File: config.mk
export PLATFORM = sky130hd
export DESIGN_NAME = pc_stack_unit
export DESIGN_NICKNAME = d
export VERILOG_FILES = /design/src/rtl/pc_stack_unit.sv
export SDC_FILE = /design/constraint.sdc
export NUM_CORES = 1
export LEC_CHECK = 0
export BUFFER_PORTS_ARGS = -buffer_cell sky130_fd_sc_hd__buf_2
export CAP_MARGIN = 20
export CORE_MARGIN = 2
export CORE_UTILIZATION = 55
export CTS_BUF_LIST = sky130_fd_sc_hd__clkbuf_4 sky130_fd_sc_hd__clkbuf_8
export DETAILED_ROUTE_END_ITERATION = 12
export GPL_ROUTABILITY_DRIVEN = 0
export HOLD_SLACK_MARGIN = 0.08
export PLACE_DENSITY = 0.77
export SLEW_MARGIN = 10
export SYNTH_ARGS = -nofsm -noshare
export SYNTH_HDL_FRONTEND = slang
export SYNTH_SLANG_ARGS = --single-unit
File: constraint.sdc
create_clock -name clk -period 3.11 [get_ports clk]
set_clock_uncertainty 0.05 [all_clocks]
set_input_delay 0.1555 -clock clk [delete_from_list [all_inputs] [get_ports clk]]
set_output_delay 0.1555 -clock clk [all_outputs]
set_load 0.01 [all_outputs]
File: src/rtl/pc_stack_unit.sv
// Program counter with a circular return-address stack.
// Priority per cycle: ret > call > branch > sequential increment.
module pc_stack_unit #(
  parameter int unsigned      WIDTH     = 12,
  parameter int unsigned      DEPTH     = 4,
  parameter logic [WIDTH-1:0] RESET_VEC = '0
) (
  input  logic                    clk,
  input  logic                    reset,
  input  logic                    en,
  input  logic                    branch,
  input  logic                    call,
  input  logic                    ret,
  input  logic [WIDTH-1:0]        target,
  output logic [WIDTH-1:0]        pc,
  output logic [WIDTH-1:0]        pc_plus1,
  output logic [$clog2(DEPTH):0]  depth,
  output logic                    ovf,
  output logic                    unf
);

  localparam int unsigned PW = $clog2(DEPTH);
  localparam int unsigned DW = PW + 1;
  localparam logic [DW-1:0] FullCount = DW'(DEPTH);

  typedef enum logic [2:0] {
    OpHold,
    OpInc,
    OpBranch,
    OpCall,
    OpRet,
    OpTail,
    OpUnf
  } op_e;

  logic [WIDTH-1:0] pc_q, pc_d;
  logic [DW-1:0]    depth_q, depth_d;
  logic [PW-1:0]    tp_q, tp_d;
  logic             ovf_q, ovf_d;
  logic             unf_q, unf_d;

  logic [WIDTH-1:0] stk_q [DEPTH];
  logic             wr_en;
  logic [PW-1:0]    wr_idx;
  logic [PW-1:0]    tp_m1;
  logic             empty;
  logic             full;
  op_e              op;

  assign pc_plus1 = pc_q + WIDTH'(1);
  assign tp_m1    = tp_q - PW'(1);
  assign empty    = (depth_q == '0);
  assign full     = (depth_q == FullCount);

  // A ret on an empty stack defers to call if one is present, else it underflows.
  always_comb begin
    op = OpHold;
    if (en) begin
      if (ret && !empty) begin
        op = call ? OpTail : OpRet;
      end else if (call) begin
        op = OpCall;
      end else if (ret) begin
        op = OpUnf;
      end else if (branch) begin
        op = OpBranch;
      end else begin
        op = OpInc;
      end
    end
  end

  always_comb begin
    pc_d    = pc_q;
    depth_d = depth_q;
    tp_d    = tp_q;
    ovf_d   = 1'b0;
    unf_d   = 1'b0;
    wr_en   = 1'b0;
    wr_idx  = tp_q;
    unique case (op)
      OpHold: ;
      OpInc: begin
        pc_d = pc_plus1;
      end
      OpBranch: begin
        pc_d = target;
      end
      OpCall: begin
        pc_d   = target;
        wr_en  = 1'b1;
        wr_idx = tp_q;
        tp_d   = tp_q + PW'(1);
        // When full, tp_q already points at the oldest entry, so it is overwritten.
        if (full) begin
          ovf_d = 1'b1;
        end else begin
          depth_d = depth_q + DW'(1);
        end
      end
      OpRet: begin
        pc_d    = stk_q[tp_m1];
        tp_d    = tp_m1;
        depth_d = depth_q - DW'(1);
      end
      OpTail: begin
        pc_d   = target;
        wr_en  = 1'b1;
        wr_idx = tp_m1;
      end
      OpUnf: begin
        pc_d  = pc_plus1;
        unf_d = 1'b1;
      end
      default: ;
    endcase
  end

  always_ff @(posedge clk or negedge reset) begin
    if (!reset) begin
      pc_q    <= RESET_VEC;
      depth_q <= '0;
      tp_q    <= '0;
      ovf_q   <= 1'b0;
      unf_q   <= 1'b0;
    end else begin
      pc_q    <= pc_d;
      depth_q <= depth_d;
      tp_q    <= tp_d;
      ovf_q   <= ovf_d;
      unf_q   <= unf_d;
    end
  end

  // Entries carry no reset; depth_q alone decides which ones are meaningful.
  always_ff @(posedge clk) begin
    if (wr_en) begin
      stk_q[wr_idx] <= pc_plus1;
    end
  end

  assign pc    = pc_q;
  assign depth = depth_q;
  assign ovf   = ovf_q;
  assign unf   = unf_q;

endmodule

==> impl_metrics.tcl, run 1 <==
set metrics [dict create \
    status "completed" \
    design_area_um2 3820 \
    vias 2337 \
    start_util_pct 56.3 \
    syn_nets 265 \
    cts.clk_slew.worst_paths_ps 70 \
    cts_buffer_depth 2 \
    async_reset_ff_share_pct 28.4 \
    startpoint "pc[2]" \
    crit_required_ps 2900 \
    power_density_nw_per_um2 781 \
    dp_cells 357 \
    finalSetupViolCount 0 \
    synth_top_cell_area_share_pct 43.5 \
    clock_tree.root_cell "clkbuf_8" \
    drc 0 \
    drtAntennaViolNets 0 \
    drv_slew 0 \
    drt-pass1-iter-count 5 \
    clkSinkCount 67 \
    grt_start_max_net_pins 25 \
    clkLatencyLatePin_ps 340 \
    setup_slack_ps 607 \
    ys_ff_latch 67 \
    wirelength_um 7670 \
    power.total_mw 2.98 \
    grt_first_pass_wirelength_um 11700 \
    grt_overflow 0 \
    wire_per_inst_um 20.4 \
    worstSetupStartpointType "flip-flop" \
    r2r_start "depth[2]" \
    period_share_pct 80.5 \
    irDropWorstVdd_uv 441 \
    die_w_um 81.6 \
    pin_count 47 \
    synthCells 245 \
    area_growth_pct 15.1 \
    max_slew_margin_pct 50.5 \
    antenna_found_initial 0 \
    postSynthAreaPerCell_um2 13.5 \
    h-tree-depth 3 \
    period_needed_ps 2500 \
    post-place-ws_ps 783 \
    hp-class "in2reg" \
    netlist_top_cells_count "edfxtp_1, dfrtp_1, a21oi_1, nand2_1, nor2_1" \
    synth_top_area_cell "edfxtp_1" \
    finalHoldViolCount 0 \
    die_height_um 81.6 \
    rsz0062_at_grt "false" \
    nets 317 \
    r2r_end "depth[2]" \
    grt_pass1_vias 2216 \
    synth.area.top_cells "edfxtp_1, dfrtp_1, mux4_2, mux4_1, a21oi_1" \
    arrival_ps 2300 \
    synth_edf_count 48 \
    cts_buffers 9 \
    ys_seq_area_share_pct 57.8 \
    grt_util_all_layers_pct 24.7 \
    r2r_slack_ps 700 \
    leakage_nw 1.44 \
    critPathCaptureType "primary output" \
    finalSetupTns_ps 0 \
    ys_types 57 \
    drive_gt1_share_pct 29.8 \
    instances_no_fill 377 \
    yosysWarnings 0 \
    min_to "pc[4]" \
    io_buffer_count 46 \
    place_area_um2 3600 \
    hpwl_um 4970 \
    critPathKind "reg2out" \
    die_area_um2 6670 \
    core-area_um2 5890 \
    timing.fmax_ghz 0.399 \
    rows 28 \
    min_from "target[4]" \
    worstPathMaxFanout 9 \
    worstMarginPinSlew_ps 742 \
    min_path_cells 3 \
    drt_iter0_markers 200 \
    yosysMostFrequentCell "edfxtp_1" \
    cts_tree "yes" \
    synth_area_um2 3320 \
    vias_per_cell 6.20 \
    n_antenna_cell 0 \
    reg2reg_depth 7 \
    cap_violations 0 \
    synth-main-ff-cell "edfxtp_1" \
]
## how the worst max path moves through the flow
stage	endpoint	slack, ps	cells after the start
floorplan	stk_q[0][0]	180	5
CTS	pc_plus1[10]	630	4
global placement	depth[2]	890	7
detailed placement	depth[2]	780	7
finish	pc_plus1[10]	610	4
global route	pc_plus1[11]	510	4
## power breakdown
part	internal, mW	switching [mW]	total [mW]
sequential	1.16	0.217	1.38
clock	0.346	0.313	0.659
combinational	0.433	0.508	0.942
total	1.94	1.04	2.98
## repair_timing
action                                 CTS  global route
hold buffers                             4             0
buffers inserted                         0             0
endpoints found under the hold margin   22             0
gates resized for setup                  0             0
## cell usage in the layout, fill, tap and decap left out, types with 4 or more instances in the layout
cell,instances
a221oi_1,5
buf_2,46
a21oi_1,12
nand2b_1,6
nor2_1,12
o21ai_0,8
nor3_1,6
dlygate4sd3_1,4
xor2_1,5
clkbuf_8,10
a31oi_1,4
mux4_2,9
edfxtp_1,48
dfrtp_1,19
xnor2_1,6
nand2_1,12
clkbuf_4,4
buf_4,7
inv_1,11
nand3_1,10
## final cells by class
cell class / count / area, um^2
inverters: 11 / 41.3
well taps: 75 / 93.8
repair buffers: 57 / 323
fillers: 466 / 2070
multi-input cells: 151 / 1260
flip-flops and latches: 67 / 1920
clock inverters: 2 / 12.5
clock buffers: 14 / 168
## per-layer routing
metal	GRT usage, %	part of all wire, %	vias up
met1	35.0	43	1157
li1	-	-	1057
met2	37.8	48	107
met5	0	0	-
met3	5.71	7.1	16
met4	8.67	2.0	0
## worst max-delay path: stages, from the launching register on
cell and delay, ps:
dfrtp_1 540, nand4_2 370, nor4_4 430, xor2_1 410, buf_2 210
## cell families (layout without fill, tap and decap cells)
kind of cell    count (synthesis)  in the layout  synth area share, %
compound gates                 56             56                 12.5
fa+ha+maj                       2              2                0.981
flops                          67             67                 57.8
buf+inv                        27             84                 4.49
simple gates                   69             69                 12.5
mux                            13             13                 8.79
xor+xnor                       11             11                 2.91
## state kept, by name, summed over array words and instances, names as in the netlist
signal / flops
depth: 3
tp_q: 2
ovf: 1
unf: 1
stk_q: 48
pc: 12
## per-stage QoR
stage	utilization [%]	hold WS, ps
finish	64.9	96.5
global route	64.9	116
CTS	64.9	87.7
detailed placement	61.1	89.5
global placement	61.1	80.4
floorplan	-	-190
Power figures use the tool's default switching activity.
==> run 2, diff against run 1 <==
--- a/config.mk
+++ b/config.mk
@@ -5,15 +5,16 @@
 export SDC_FILE = /design/constraint.sdc
 export NUM_CORES = 1
 export LEC_CHECK = 0
+export ABC_AREA = 1
 export BUFFER_PORTS_ARGS = -buffer_cell sky130_fd_sc_hd__buf_2
 export CAP_MARGIN = 20
 export CORE_MARGIN = 2
-export CORE_UTILIZATION = 55
+export CORE_UTILIZATION = 54
 export CTS_BUF_LIST = sky130_fd_sc_hd__clkbuf_4 sky130_fd_sc_hd__clkbuf_8
 export DETAILED_ROUTE_END_ITERATION = 12
 export GPL_ROUTABILITY_DRIVEN = 0
 export HOLD_SLACK_MARGIN = 0.08
-export PLACE_DENSITY = 0.77
+export PLACE_DENSITY = 0.79
 export SLEW_MARGIN = 10
 export SYNTH_ARGS = -nofsm -noshare
 export SYNTH_HDL_FRONTEND = slang
==> constraint.sdc (replaced) <==
create_clock -name clk -period 2.15 [get_ports clk]
set_clock_uncertainty 0.05 [all_clocks]
set_input_delay 0.1075 -clock clk [delete_from_list [all_inputs] [get_ports clk]]
set_output_delay 0.1075 -clock clk [all_outputs]
set_load 0.01 [all_outputs]
==> run 2 against run 1 <==
Effect of this change:
- total power increased by 51%
- worst hold slack improved by 39 ps
- worst setup slack got worse by 500 ps
- sequential share of layout area decreased by 2.6 points
- critical path depth increased by 2
- largest power group unchanged
- highest routed layer unchanged
==> impl_metrics.tcl, run 2 <==
set metrics [dict create \
    cts.clk_slew.worst_paths_ps 70 \
    critPathSlowestCell "dfrtp_1" \
    power.total_mw 4.50 \
    hp-class "in2reg" \
    power_density_nw_per_um2 1120 \
    start_util_pct 56.1 \
    status "completed" \
    slowest_delay_ps 420 \
    setup_slack_ps 102 \
    die_area_um2 6830 \
    finalHoldViolCount 0 \
    post-place-ws_ps 154 \
    grt_util_all_layers_pct 23.5 \
    grt_start_max_net_pins 21 \
    cap_violations 0 \
    ys_seq_area_share_pct 57.4 \
    rsz0062_at_grt "false" \
    period_needed_ps 2050 \
    h-tree-depth 3 \
    clkLatencyLatePin_ps 330 \
    arrival_ps 1890 \
    netlist_top_cells_count "nand2_1, edfxtp_1, inv_1" \
    largest_register "stk_q" \
    core-area_um2 5960 \
    crit_path_frequent_cell "nand2_1" \
    synth_edf_count 48 \
    n_antenna_cell 0 \
    clkSinkCount 67 \
    ys_ff_latch 67 \
    leakage_nw 1.85 \
    layout_commonest_cell "nand2_1" \
    syn_nets 382 \
    finalSetupTns_ps 0 \
    drc 0 \
    cts_tree "yes" \
    synth_top_area_cell "edfxtp_1" \
    r2r_slack_ps 130 \
    largest_reg_flops 48 \
    vias 2617 \
    layout_common_cells "nand2_1, edfxtp_1, buf_2, inv_1, nand3_1" \
    wire_per_inst_um 14.0 \
    cts_buffers 9 \
    timing.fmax_ghz 0.488 \
    die_w_um 82.7 \
    crit_required_ps 1990 \
    cts_buffer_depth 2 \
    drv_slew 0 \
    die_height_um 82.7 \
    critPathCaptureType "primary output" \
    io_buffer_count 46 \
    antenna_found_initial 0 \
    postSynthAreaPerCell_um2 9.23 \
    drt-pass1-iter-count 4 \
    max_slew_margin_pct 61.8 \
    ys_types 33 \
    wirelength_um 7190 \
    clock_tree.root_cell "clkbuf_8" \
    path_cells "inv_1 > nor3_1 > nand2_1 > nand2_1 > and2_1 > buf_2" \
    worstMarginPinSlew_ps 573 \
    worstPathMaxFanout 5 \
    drive_gt1_share_pct 24.6 \
    grt_first_pass_wirelength_um 11700 \
    yosysWarnings 0 \
    irDropWorstVdd_uv 588 \
    period_share_pct 95.2 \
    nets 454 \
    synth.area.top_cells "edfxtp_1, dfrtp_1, nand2_1, inv_1, nand3_1" \
    synth_top_cell_area_share_pct 43.1 \
    critPathKind "reg2out" \
    grt_pass1_vias 2486 \
    worstSetupStartpointType "flip-flop" \
    area_growth_pct 20.6 \
    drtAntennaViolNets 0 \
    synthCells 362 \
    vias_per_cell 5.09 \
    finalSetupViolCount 0 \
    drt_iter0_markers 184 \
    async_reset_ff_share_pct 28.4 \
    yosysMostFrequentCell "nand2_1" \
    synth_area_um2 3340 \
    hpwl_um 5290 \
    rows 28 \
    synth-main-ff-cell "edfxtp_1" \
    grt_overflow 0 \
    pin_count 47 \
]
run 2: changes by cell type in the layout (fill, tap and decap cells not counted), sizes merged, moves of 10 or more:
| cell | previous run | this run |
|---|---|---|
| nand3 | 10 | 28 |
| mux4 | 12 | 0 |
| dlygate4sd3 | 4 | 14 |
| nand2 | 12 | 131 |
| o21ai | 10 | 30 |
| inv | 11 | 43 |
run 2: layout make-up:
class	instances	area (um^2)
Fill cell	459	1930
Timing Repair Buffer	72	460
Sequential cell	67	1920
Clock buffer	9	124
Multi-Input combinational cell	242	1210
Clock inverter	7	67.6
Inverter	42	158
Tap cell	75	93.8
run 2: path summary, 6_finish.rpt:
path / from / to / cells after the start
max in group asynchronous: reset / pc[2] / 2
hold / removal: call / unf / 4
setup reg to reg: depth[0] / stk_q[3][1] / 9
hold reg to reg: tp_q[0] / tp_q[0] / 1
min in group asynchronous: reset / depth[1] / 2
setup / recovery: pc[4] / pc_plus1[7] / 6
run 2: layer usage:
layer  wire length (um)  global-route usage [%]  vias to the layer above
li1                   -                       -                     1318
met1               3280                    33.5                     1197
met2               3420                    35.6                       94
met3                425                    3.70                        8
met4                 64                    11.0                        0
met5                  0                       0                        -
run 2: cells by family (layout without fill, tap and decap cells):
| logic type | count (synthesis) | count (layout) | share of synthesized area (%) |
|---|---|---|---|
| xor+xnor | 8 | 8 | 2.32 |
| compound gates | 43 | 43 | 6.85 |
| flops | 67 | 67 | 57.4 |
| buf+inv | 53 | 130 | 7.11 |
| fa+ha+maj | 2 | 2 | 0.973 |
| simple gates | 189 | 189 | 25.4 |
run 2: through the flow:
stage | instances | instance area [um^2] | hold slack (ps) | utilization (%)
2_1_floorplan | 362 | 3350 | -238 | -
3_3_place_gp | 484 | 3690 | 21.3 | 61.9
3_5_place_dp | 484 | 3690 | 23.1 | 61.9
4_1_cts | 514 | 4020 | 98.5 | 67.5
5_1_grt | 514 | 4030 | 119 | 67.6
6_report | 514 | 4030 | 136 | 67.6
run 2: worst max-delay path: cells and delay by family (launching register included):
family / cells / cell delay (ps)
AND/OR/NAND/NOR: 4 / 860
buffers and inverters: 2 / 290
flip-flops: 1 / 420
run 2: where the power goes:
part / internal [mW] / switching (mW) / leakage [nW]
Clock: 0.531 / 0.461 / 0.0931
Combinational: 0.564 / 1.08 / 1.08
Sequential: 1.70 / 0.165 / 0.670
Total: 2.79 / 1.71 / 1.85
run 2: what timing repair did:
item	4_1_cts	5_1_grt
resized for setup	0	4
buffers inserted	0	0
hold endpoints to repair	31	0
setup endpoints to repair	0	4
hold buffers	14	0
